$ cat config.mk
export PLATFORM = sky130hd
export DESIGN_NAME = shift_register_latched
export DESIGN_NICKNAME = d
export VERILOG_FILES = /design/src/rtl/shift_register_latched.sv
export SDC_FILE = /design/constraint.sdc
export NUM_CORES = 1
export LEC_CHECK = 0
export BUFFER_PORTS_ARGS = -buffer_cell sky130_fd_sc_hd__buf_4
export CELL_PAD_IN_SITES_DETAIL_PLACEMENT = 0
export CELL_PAD_IN_SITES_GLOBAL_PLACEMENT = 2
export CORE_MARGIN = 2
export CORE_UTILIZATION = 32
export CTS_CLUSTER_SIZE = 25
export DETAILED_ROUTE_END_ITERATION = 8
export PLACE_DENSITY_LB_ADDON = 0.1
export SLEW_MARGIN = 40
export SYNTH_ARGS = -nofsm -noshare
export SYNTH_HDL_FRONTEND = slang
export SYNTH_SLANG_ARGS = --single-unit
$ cat constraint.sdc
create_clock -name i_clk -period 1.7 [get_ports i_clk]
set_input_delay 0.34 -clock i_clk [delete_from_list [all_inputs] [get_ports i_clk]]
set_output_delay 0.34 -clock i_clk [all_outputs]
set_load 0.005 [all_outputs]
$ cat src/rtl/shift_register_latched.sv
// Serial shift-out driver for chained 74HC595-style registers: shifts a WIDTH-bit
// word on o_serial_data/o_serial_clk at the i_clk_stb rate, then pulses o_serial_latch.
module shift_register_latched #(
   parameter int WIDTH     = 8,
   parameter bit MSB_FIRST = 1'b1,
   parameter int LATCH_STB = 1
) (
   input  logic             i_clk,
   input  logic             i_reset,
   input  logic             i_clk_stb,
   input  logic             i_start_stb,
   input  logic [WIDTH-1:0] i_parallel_data,
   output logic             o_busy,
   output logic             o_done,
   output logic             o_serial_data,
   output logic             o_serial_clk,
   output logic             o_serial_latch
);

   localparam int BCW = $clog2(WIDTH);
   localparam int LCW = (LATCH_STB > 1) ? $clog2(LATCH_STB) : 1;
   localparam logic [BCW-1:0] BIT_LAST = BCW'(WIDTH - 1);
   localparam logic [LCW-1:0] LAT_LAST = LCW'(LATCH_STB - 1);

   typedef enum logic [1:0] {
      ST_IDLE,
      ST_SETUP,
      ST_HOLD,
      ST_LATCH
   } state_t;

   state_t           r_state;
   logic [WIDTH-1:0] r_shift;
   logic [BCW-1:0]   r_bit_cnt;
   logic [LCW-1:0]   r_lat_cnt;
   logic             r_busy;
   logic             r_done;
   logic             r_sclk;
   logic             r_latch;
   logic [WIDTH-1:0] w_load;

   // The word is stored in send order so the outgoing bit is always r_shift[WIDTH-1].
   always_comb begin
      // NOTE: default first so every path assigns w_load and no latch is inferred.
      w_load = '0;
      for (int i = 0; i < WIDTH; i++) begin
         w_load[i] = MSB_FIRST ? i_parallel_data[i] : i_parallel_data[WIDTH-1-i];
      end
   end

   // NOTE: non-blocking assignments so every register updates from pre-edge values.
   always_ff @(posedge i_clk) begin
      if (i_reset) begin
         r_state   <= ST_IDLE;
         r_shift   <= '0;
         r_bit_cnt <= '0;
         r_lat_cnt <= '0;
         r_busy    <= 1'b0;
         r_done    <= 1'b0;
         r_sclk    <= 1'b0;
         r_latch   <= 1'b0;
      end else begin
         r_done <= 1'b0;
         case (r_state)
            ST_IDLE: begin
               // A start in the o_done cycle is dropped, not queued.
               if (i_start_stb && !r_done) begin
                  r_shift   <= w_load;
                  r_bit_cnt <= '0;
                  r_busy    <= 1'b1;
                  r_state   <= ST_SETUP;
               end
            end
            ST_SETUP: begin
               if (i_clk_stb) begin
                  r_sclk  <= 1'b1;
                  r_state <= ST_HOLD;
               end
            end
            ST_HOLD: begin
               if (i_clk_stb) begin
                  r_sclk <= 1'b0;
                  if (r_bit_cnt == BIT_LAST) begin
                     r_shift   <= '0;
                     r_latch   <= 1'b1;
                     r_lat_cnt <= '0;
                     r_state   <= ST_LATCH;
                  end else begin
                     r_shift   <= {r_shift[WIDTH-2:0], 1'b0};
                     r_bit_cnt <= r_bit_cnt + BCW'(1);
                     r_state   <= ST_SETUP;
                  end
               end
            end
            ST_LATCH: begin
               if (i_clk_stb) begin
                  if (r_lat_cnt == LAT_LAST) begin
                     r_lat_cnt <= '0;
                     r_latch   <= 1'b0;
                     r_busy    <= 1'b0;
                     r_done    <= 1'b1;
                     r_state   <= ST_IDLE;
                  end else begin
                     r_lat_cnt <= r_lat_cnt + LCW'(1);
                  end
               end
            end
            default: r_state <= ST_IDLE;
         endcase
      end
   end

   assign o_busy         = r_busy;
   assign o_done         = r_done;
   assign o_serial_data  = r_shift[WIDTH-1];
   assign o_serial_clk   = r_sclk;
   assign o_serial_latch = r_latch;

   a_latch_vs_clk : assert property (@(posedge i_clk) disable iff (i_reset)
      !(r_latch && r_sclk));
   a_done_idle : assert property (@(posedge i_clk) disable iff (i_reset)
      r_done |-> !r_busy);

endmodule

==> results of run 1 <==
cell families after synthesis:
family | Yosys count | synth area share, %
simple gates | 36 | 25.8
flops | 17 | 39.5
fa+ha+maj | 3 | 4.35
compound gates | 27 | 24.5
buf+inv | 10 | 5.80
sequential cells by signal (all words and copies together) (netlist names):
register	flops
o_busy	1
o_done	1
o_serial_clk	1
o_serial_latch	1
r_bit_cnt	3
r_shift	8
r_state	2
synthesized netlist by cell type:
master / number / area [µm²]
sky130_fd_sc_hd__nand3_1: 2 / 10.0
sky130_fd_sc_hd__nor4b_2: 1 / 15.0
sky130_fd_sc_hd__inv_1: 1 / 3.75
sky130_fd_sc_hd__nand3b_1: 2 / 15.0
sky130_fd_sc_hd__a22oi_1: 1 / 7.51
sky130_fd_sc_hd__and4bb_1: 1 / 12.5
sky130_fd_sc_hd__nand2b_1: 3 / 18.8
sky130_fd_sc_hd__or3b_1: 2 / 17.5
sky130_fd_sc_hd__a211oi_2: 7 / 87.6
sky130_fd_sc_hd__nor3_1: 8 / 40.0
sky130_fd_sc_hd__dfxtp_1: 17 / 340
sky130_fd_sc_hd__nand2_1: 1 / 3.75
sky130_fd_sc_hd__clkbuf_1: 4 / 15.0
sky130_fd_sc_hd__o21ai_1: 1 / 5.00
sky130_fd_sc_hd__a211oi_1: 1 / 7.51
sky130_fd_sc_hd__a311oi_1: 2 / 17.5
sky130_fd_sc_hd__a31oi_1: 6 / 37.5
sky130_fd_sc_hd__nor2b_1: 9 / 56.3
sky130_fd_sc_hd__and3b_1: 1 / 8.76
sky130_fd_sc_hd__a2bb2oi_1: 1 / 8.76
sky130_fd_sc_hd__buf_2: 4 / 20.0
sky130_fd_sc_hd__or2_1: 1 / 6.26
sky130_fd_sc_hd__buf_6: 1 / 11.3
sky130_fd_sc_hd__a21oi_1: 8 / 40.0
sky130_fd_sc_hd__ha_1: 3 / 37.5
sky130_fd_sc_hd__nor2_1: 5 / 18.8
cell type report:
cell class | count | area, µm²
clock buffers | 4 | 26.3
fillers | 272 | 1490
multi-input cells | 66 | 472
flip-flops and latches | 17 | 340
repair buffers | 20 | 150
inverters | 1 | 3.75
well taps | 30 | 37.5
power breakdown:
| group | leakage [nW] | switching, W | internal (W) |
|---|---|---|---|
| combinational | 0.253 | 0.0000897 | 0.0000948 |
| sequential | 0.140 | 0.0000217 | 0.000430 |
| clock | 0.0150 | 0.000126 | 0.0000912 |
tightest hold or removal path: stages:
cell and delay (ns):
sky130_fd_sc_hd__buf_4 0.11, sky130_fd_sc_hd__nand2_1 0.04, sky130_fd_sc_hd__a21oi_1 0.05
per-stage QoR:
| step | std cells | hold WS [ns] | power, W | setup slack (ns) |
|---|---|---|---|---|
| after floorplan | 93 | 0.444 | 0.000592 | 0.390 |
| after global placement | 134 | 0.460 | 0.000647 | 0.209 |
| after detailed placement | 134 | 0.476 | 0.000648 | 0.201 |
| after CTS | 138 | 0.279 | 0.000872 | 0.221 |
| after global routing | 138 | 0.301 | 0.000916 | 0.118 |
| final | 138 | 0.293 | 0.000854 | 0.215 |
layer usage:
metal	share of wire, %	global-route usage (%)	routed length, µm
met1	51	16.1	913
met2	44	20.9	792
met3	3.9	5.35	70
met4	0.84	2.04	15
met5	0	0	0
worst paths after layout:
kind	from	cells after the start	end	slack, ns
setup / recovery	r_state[1]$_SDFFE_PP0P_	3	r_shift[6]$_SDFFE_PP0P_	0.22
hold / removal	i_parallel_data[0]	3	r_shift[0]$_SDFFE_PP0P_	0.29
hold reg to reg	r_bit_cnt[0]$_SDFFE_PP0P_	1	r_bit_cnt[0]$_SDFFE_PP0P_	0.48
setup reg to reg	r_state[1]$_SDFFE_PP0P_	3	r_shift[6]$_SDFFE_PP0P_	0.22
cell usage in the layout, fill, tap and decap left out, drive strengths merged:
master / Yosys / routed
nor2b: 9 / 9
or2: 1 / 1
a22oi: 1 / 1
clkbuf: 4 / 4
nand3: 2 / 2
inv: 1 / 1
a211oi: 8 / 8
a311oi: 2 / 2
nand2: 1 / 1
ha: 3 / 3
nor3: 8 / 8
a2bb2oi: 1 / 1
or3b: 2 / 2
and4bb: 1 / 1
nor4b: 1 / 1
nand3b: 2 / 2
dfxtp: 17 / 17
o21ai: 1 / 1
nand2b: 3 / 3
buf: 5 / 20
a21oi: 8 / 8
and3b: 1 / 1
a31oi: 6 / 6
nor2: 5 / 5
==> impl_metrics.xml, run 1 <==
<?xml version="1.0" encoding="UTF-8"?>
<metrics>
  <group name="clock_tree">
    <metric name="cts.repair_timing.setup_buffer_count" unit="">0</metric>
    <metric name="clock_tree.buffer_depth" unit="">2</metric>
    <metric name="worstSkewPairLatency" unit="ns">0.29</metric>
    <metric name="tritoncts" unit="">done</metric>
    <metric name="post_cts_resize_count" unit="">0</metric>
    <metric name="cts_made_buffers" unit="">3</metric>
    <metric name="clkTransAtPathRegs" unit="ns">0.10</metric>
    <metric name="ctsHtreeMaxLevel" unit="">1</metric>
    <metric name="clock_sink_count" unit="">17</metric>
    <metric name="ctsHoldBuffers" unit="">0</metric>
    <metric name="cts_root_buffer" unit="">sky130_fd_sc_hd__clkbuf_4</metric>
  </group>
  <group name="die">
    <metric name="die_area" unit="µm²">3130</metric>
    <metric name="die_height" unit="µm">55.9</metric>
    <metric name="chipWidth" unit="µm">55.9</metric>
    <metric name="io_pins" unit="">17</metric>
    <metric name="starting_density_of_the_core" unit="%">34.2</metric>
    <metric name="placement_row_count" unit="">18</metric>
    <metric name="placeableCoreArea" unit="µm²">2520</metric>
  </group>
  <group name="sta">
    <metric name="rsz_0062_raised_after_global_routing" unit="">false</metric>
    <metric name="final.period_utilization" unit="%">87.3</metric>
    <metric name="slew_headroom" unit="%">74.9</metric>
    <metric name="totalNegativeSetupSlack" unit="ns">0</metric>
    <metric name="final.min_clock_period" unit="ns">1.48</metric>
    <metric name="max_slew_violation_count" unit="">0</metric>
    <metric name="hold_violations" unit="">0</metric>
    <metric name="clock.fmax" unit="GHz">0.674</metric>
    <metric name="worstMarginPinSlew" unit="ns">0.377</metric>
    <metric name="timing.clock.skew" unit="ns">0.00253</metric>
    <metric name="finalSetupViolations" unit="">0</metric>
  </group>
  <group name="power_and_ir_drop">
    <metric name="vdd_ir_drop_max" unit="mV">0.495</metric>
    <metric name="pwr_cell_area" unit="nW/µm²">829</metric>
    <metric name="total_leakage_power" unit="nW">0.408</metric>
  </group>
  <group name="worst_setup_path">
    <metric name="worst-setup-path-type" unit="">reg -&gt; reg</metric>
    <metric name="worst_ep_required_time" unit="ns">1.87</metric>
    <metric name="worst-path-buf-inv" unit="">0</metric>
    <metric name="max_stage_delay" unit="ns">0.45</metric>
    <metric name="crit_family" unit="">simple AND/OR/NAND/NOR gates</metric>
    <metric name="wp_data_arrival" unit="ns">1.65</metric>
    <metric name="crit_slowest_cell" unit="">sky130_fd_sc_hd__dfxtp_1</metric>
    <metric name="worst_setup_path_end_kind" unit="">register</metric>
    <metric name="maximum_fanout_along_the_worst_path" unit="">10</metric>
    <metric name="crit_path_cell_trace" unit="">and3b_1, or2_1, a211oi_2</metric>
    <metric name="setup.worst_path.start_class" unit="">register</metric>
  </group>
  <group name="drt">
    <metric name="total_iterations_of_the_first_detailed_routing_run" unit="">4</metric>
    <metric name="routed-via-count" unit="">721</metric>
    <metric name="ratio_of_routed_vias_to_standard_cells" unit="">5.22</metric>
    <metric name="drc" unit="">0</metric>
    <metric name="drtIter0Drc" unit="">6</metric>
    <metric name="postRouteAntennaNets" unit="">0</metric>
    <metric name="routedWlPerCell" unit="µm">13.0</metric>
    <metric name="routed_wl" unit="µm">1790</metric>
  </group>
  <group name="global_route">
    <metric name="grt_use_total" unit="%">12.8</metric>
    <metric name="antenna_violations_before_repair" unit="">0</metric>
    <metric name="globalRouteOverflowTotal" unit="">0</metric>
    <metric name="pin_count_of_the_biggest_net_entering_global_routing" unit="">19</metric>
    <metric name="grt_pass1_vias" unit="">746</metric>
    <metric name="global_route_wire_length_before_repair" unit="µm">3190</metric>
  </group>
  <group name="final_layout">
    <metric name="num_antenna_cells" unit="">0</metric>
    <metric name="layout-drive-gt1-share" unit="%">28.7</metric>
    <metric name="final_net_count" unit="">124</metric>
    <metric name="syn_to_final_growth" unit="%">19.4</metric>
    <metric name="postLayoutCoreUtil" unit="%">40.8</metric>
    <metric name="finalInstanceArea" unit="µm²">1030</metric>
  </group>
  <group name="synth">
    <metric name="syn_inst" unit="">93</metric>
    <metric name="net_count_after_synthesis" unit="">108</metric>
    <metric name="synth_sequential_area_ratio" unit="%">39.5</metric>
    <metric name="syn_area_per_cell" unit="µm²">9.27</metric>
    <metric name="mappedNetlistArea" unit="µm²">862</metric>
    <metric name="synth_cell_types" unit="">26</metric>
    <metric name="postSynthRegisterBits" unit="">17</metric>
    <metric name="yosysWarnings" unit="">0</metric>
  </group>
  <group name="placed_design">
    <metric name="port_buffers" unit="">16</metric>
    <metric name="post_dp_cell_area" unit="µm²">1000</metric>
    <metric name="dpl.hpwl" unit="µm">1310</metric>
    <metric name="gp_routability_congestion" unit="">0.713</metric>
  </group>
  <group name="run_status">
    <metric name="run_status" unit="">finished, final reports clean</metric>
  </group>
  <group name="job">
    <metric name="max-cap-violations" unit="">0</metric>
  </group>
  <group name="worst_hold_path">
    <metric name="hold_path.class" unit="">in -&gt; reg</metric>
  </group>
</metrics>
Note: power is estimated with default switching activity, not from simulation.
==> run 2, diff against run 1 <==
==> constraint.sdc (replaced) <==
create_clock -name i_clk -period 1.7 [get_ports i_clk]
set_input_delay 0.17 -clock i_clk [delete_from_list [all_inputs] [get_ports i_clk]]
set_output_delay 0.17 -clock i_clk [all_outputs]
set_load 0.005 [all_outputs]
==> run 2 against run 1 <==
Net effect:
- clock power up 2%
- largest power group unchanged
- critical endpoint is now r_bit_cnt[0]$_SDFFE_PP0P_
- final area up 0.73%
- utilization up 0.30 points
- maximum frequency up 2.8%
==> impl_metrics.xml, run 2 (synthesis results as in run 1) <==
<?xml version="1.0" encoding="UTF-8"?>
<metrics>
  <group name="run_status">
    <metric name="run_status" unit="">finished, final reports clean</metric>
  </group>
  <group name="worst_hold_path">
    <metric name="hold_path.class" unit="">in -&gt; reg</metric>
  </group>
  <group name="power_and_ir_drop">
    <metric name="total_leakage_power" unit="nW">0.413</metric>
    <metric name="intPower" unit="W">0.000617</metric>
    <metric name="pwr_cell_area" unit="nW/µm²">831</metric>
    <metric name="sequentialPowerShare" unit="%">52.6</metric>
    <metric name="power.switching_fraction" unit="%">28.4</metric>
    <metric name="power.share.clock" unit="%">25.8</metric>
    <metric name="vdd_ir_drop_max" unit="mV">0.410</metric>
    <metric name="power.net_switching" unit="W">0.000244</metric>
    <metric name="pwr-share-comb" unit="%">21.6</metric>
  </group>
  <group name="worst_setup_path">
    <metric name="maximum_fanout_along_the_worst_path" unit="">4</metric>
    <metric name="crit_family" unit="">adder cells</metric>
    <metric name="worst_ep_required_time" unit="ns">1.91</metric>
    <metric name="setup.worst_path.start_class" unit="">register</metric>
    <metric name="worst_setup_path_end_kind" unit="">register</metric>
    <metric name="critPathMostFrequentCell" unit="">sky130_fd_sc_hd__ha_1</metric>
    <metric name="wp_data_arrival" unit="ns">1.66</metric>
    <metric name="crit_path_cell_trace" unit="">ha_1, ha_1, and4bb_1, nor2_1, a211oi_1</metric>
    <metric name="crit_slowest_cell" unit="">sky130_fd_sc_hd__dfxtp_1</metric>
    <metric name="max_stage_delay" unit="ns">0.34</metric>
    <metric name="worst-path-buf-inv" unit="">0</metric>
    <metric name="worst-setup-path-type" unit="">reg -&gt; reg</metric>
  </group>
  <group name="drt">
    <metric name="routedWlPerCell" unit="µm">13.8</metric>
    <metric name="routed_wl" unit="µm">1920</metric>
    <metric name="postRouteAntennaNets" unit="">0</metric>
    <metric name="routed-via-count" unit="">739</metric>
    <metric name="ratio_of_routed_vias_to_standard_cells" unit="">5.32</metric>
    <metric name="drtIter0Drc" unit="">26</metric>
    <metric name="drc" unit="">0</metric>
    <metric name="total_iterations_of_the_first_detailed_routing_run" unit="">5</metric>
  </group>
  <group name="sta">
    <metric name="final.min_clock_period" unit="ns">1.44</metric>
    <metric name="timing.clock.skew" unit="ns">0.00107</metric>
    <metric name="max_slew_violation_count" unit="">0</metric>
    <metric name="worst_slack" unit="ns">0.255</metric>
    <metric name="totalNegativeSetupSlack" unit="ns">0</metric>
    <metric name="finalSetupViolations" unit="">0</metric>
    <metric name="worstMarginPinSlew" unit="ns">0.384</metric>
    <metric name="rsz_0062_raised_after_global_routing" unit="">false</metric>
    <metric name="clock.fmax" unit="GHz">0.692</metric>
    <metric name="final.period_utilization" unit="%">85.0</metric>
    <metric name="slew_headroom" unit="%">74.4</metric>
    <metric name="hold_violations" unit="">0</metric>
  </group>
  <group name="clock_tree">
    <metric name="clkTransAtPathRegs" unit="ns">0.10</metric>
    <metric name="post_cts_resize_count" unit="">0</metric>
    <metric name="clock_tree.buffer_depth" unit="">2</metric>
    <metric name="worstSkewPairLatency" unit="ns">0.29</metric>
    <metric name="ctsHoldBuffers" unit="">0</metric>
    <metric name="cts_made_buffers" unit="">3</metric>
    <metric name="cts_root_buffer" unit="">sky130_fd_sc_hd__clkbuf_4</metric>
    <metric name="ctsHtreeMaxLevel" unit="">1</metric>
    <metric name="cts.repair_timing.setup_buffer_count" unit="">0</metric>
    <metric name="clock_sink_count" unit="">17</metric>
    <metric name="tritoncts" unit="">done</metric>
  </group>
  <group name="placed_design">
    <metric name="detailedPlace.worstSlack" unit="ns">0.265</metric>
    <metric name="gp_routability_congestion" unit="">0.685</metric>
    <metric name="port_buffers" unit="">16</metric>
    <metric name="dpl.hpwl" unit="µm">1330</metric>
  </group>
  <group name="final_layout">
    <metric name="final_cell_mix" unit="">sky130_fd_sc_hd__buf_4, sky130_fd_sc_hd__dfxtp_1, sky130_fd_sc_hd__nor2b_1</metric>
    <metric name="flip_flop_count_of_the_largest_register_after_layout" unit="">8</metric>
    <metric name="syn_to_final_growth" unit="%">20.3</metric>
    <metric name="reg.largest.list" unit="">r_shift x8, r_bit_cnt x3, r_state x2</metric>
    <metric name="most_flop_heavy_register" unit="">r_shift</metric>
    <metric name="fill_cells" unit="">269</metric>
    <metric name="num_antenna_cells" unit="">0</metric>
    <metric name="layout-drive-gt1-share" unit="%">29.4</metric>
    <metric name="final_common_cell" unit="">sky130_fd_sc_hd__buf_4</metric>
    <metric name="final_net_count" unit="">125</metric>
  </group>
  <group name="die">
    <metric name="die_area" unit="µm²">3130</metric>
    <metric name="chipWidth" unit="µm">55.9</metric>
    <metric name="starting_density_of_the_core" unit="%">34.2</metric>
    <metric name="placement_row_count" unit="">18</metric>
    <metric name="io_pins" unit="">17</metric>
    <metric name="placeableCoreArea" unit="µm²">2520</metric>
    <metric name="die_height" unit="µm">55.9</metric>
  </group>
  <group name="global_route">
    <metric name="grt_pass1_vias" unit="">803</metric>
    <metric name="globalRouteOverflowTotal" unit="">0</metric>
    <metric name="grt_use_total" unit="%">14.0</metric>
    <metric name="global_route_wire_length_before_repair" unit="µm">3480</metric>
    <metric name="pin_count_of_the_biggest_net_entering_global_routing" unit="">19</metric>
    <metric name="antenna_violations_before_repair" unit="">0</metric>
  </group>
  <group name="job">
    <metric name="max-cap-violations" unit="">0</metric>
  </group>
</metrics>
run 2: worst paths after layout:
check                             from                         to  slack (ns)  cells after the start
min reg2reg  r_bit_cnt[1]$_SDFFE_PP0P_  r_bit_cnt[1]$_SDFFE_PP0P_        0.47                      2
max          r_bit_cnt[0]$_SDFFE_PP0P_  r_bit_cnt[0]$_SDFFE_PP0P_        0.26                      5
max reg2reg  r_bit_cnt[0]$_SDFFE_PP0P_  r_bit_cnt[0]$_SDFFE_PP0P_        0.26                      5
min                 i_parallel_data[0]    r_shift[0]$_SDFFE_PP0P_        0.12                      3
run 2: power by group through the flow:
stage,combinational (W),sequential [W],clock (W)
after floorplan,0.000137,0.000456,0
after global placement,0.000187,0.000462,0
after detailed placement,0.000188,0.000462,0
after CTS,0.000188,0.000453,0.000238
after global routing,0.000210,0.000458,0.000251
final,0.000186,0.000454,0.000222
run 2: metrics by stage:
stage               hold slack [ns]  utilization, %  instances  power, W  area, µm²
finish                        0.124            41.1        139  0.000862       1040
global route                  0.135            41.1        139  0.000920       1040
CTS                           0.115            41.1        139  0.000879       1040
detailed placement            0.440            40.1        135  0.000650       1010
global placement              0.420            40.1        135  0.000650       1010
floorplan                     0.306               -         93  0.000592        862
run 2: layer usage:
layer	up-vias	routed length (µm)	global-route usage (%)
met1	353	953	18.5
met3	2	65	4.42
met5	-	0	0
met4	0	15	2.04
met2	11	885	22.8
li1	373	-	-
run 2: area by class of cell:
class	count	area (µm²)	share of cell area [%]
clock buffers	4	26.3	2.53
flip-flops and latches	17	340	32.8
well taps	30	37.5	3.62
inverters	1	3.75	0.362
multi-input cells	66	472	45.5
repair buffers	21	158	15.2
run 2: worst reg2reg max path: cells and delay by family (launching register included):
| family | cells | cell delay, ns |
|---|---|---|
| fa+ha+maj | 2 | 0.45 |
| simple gates | 2 | 0.38 |
| compound gates | 1 | 0.20 |
| flops | 1 | 0.34 |
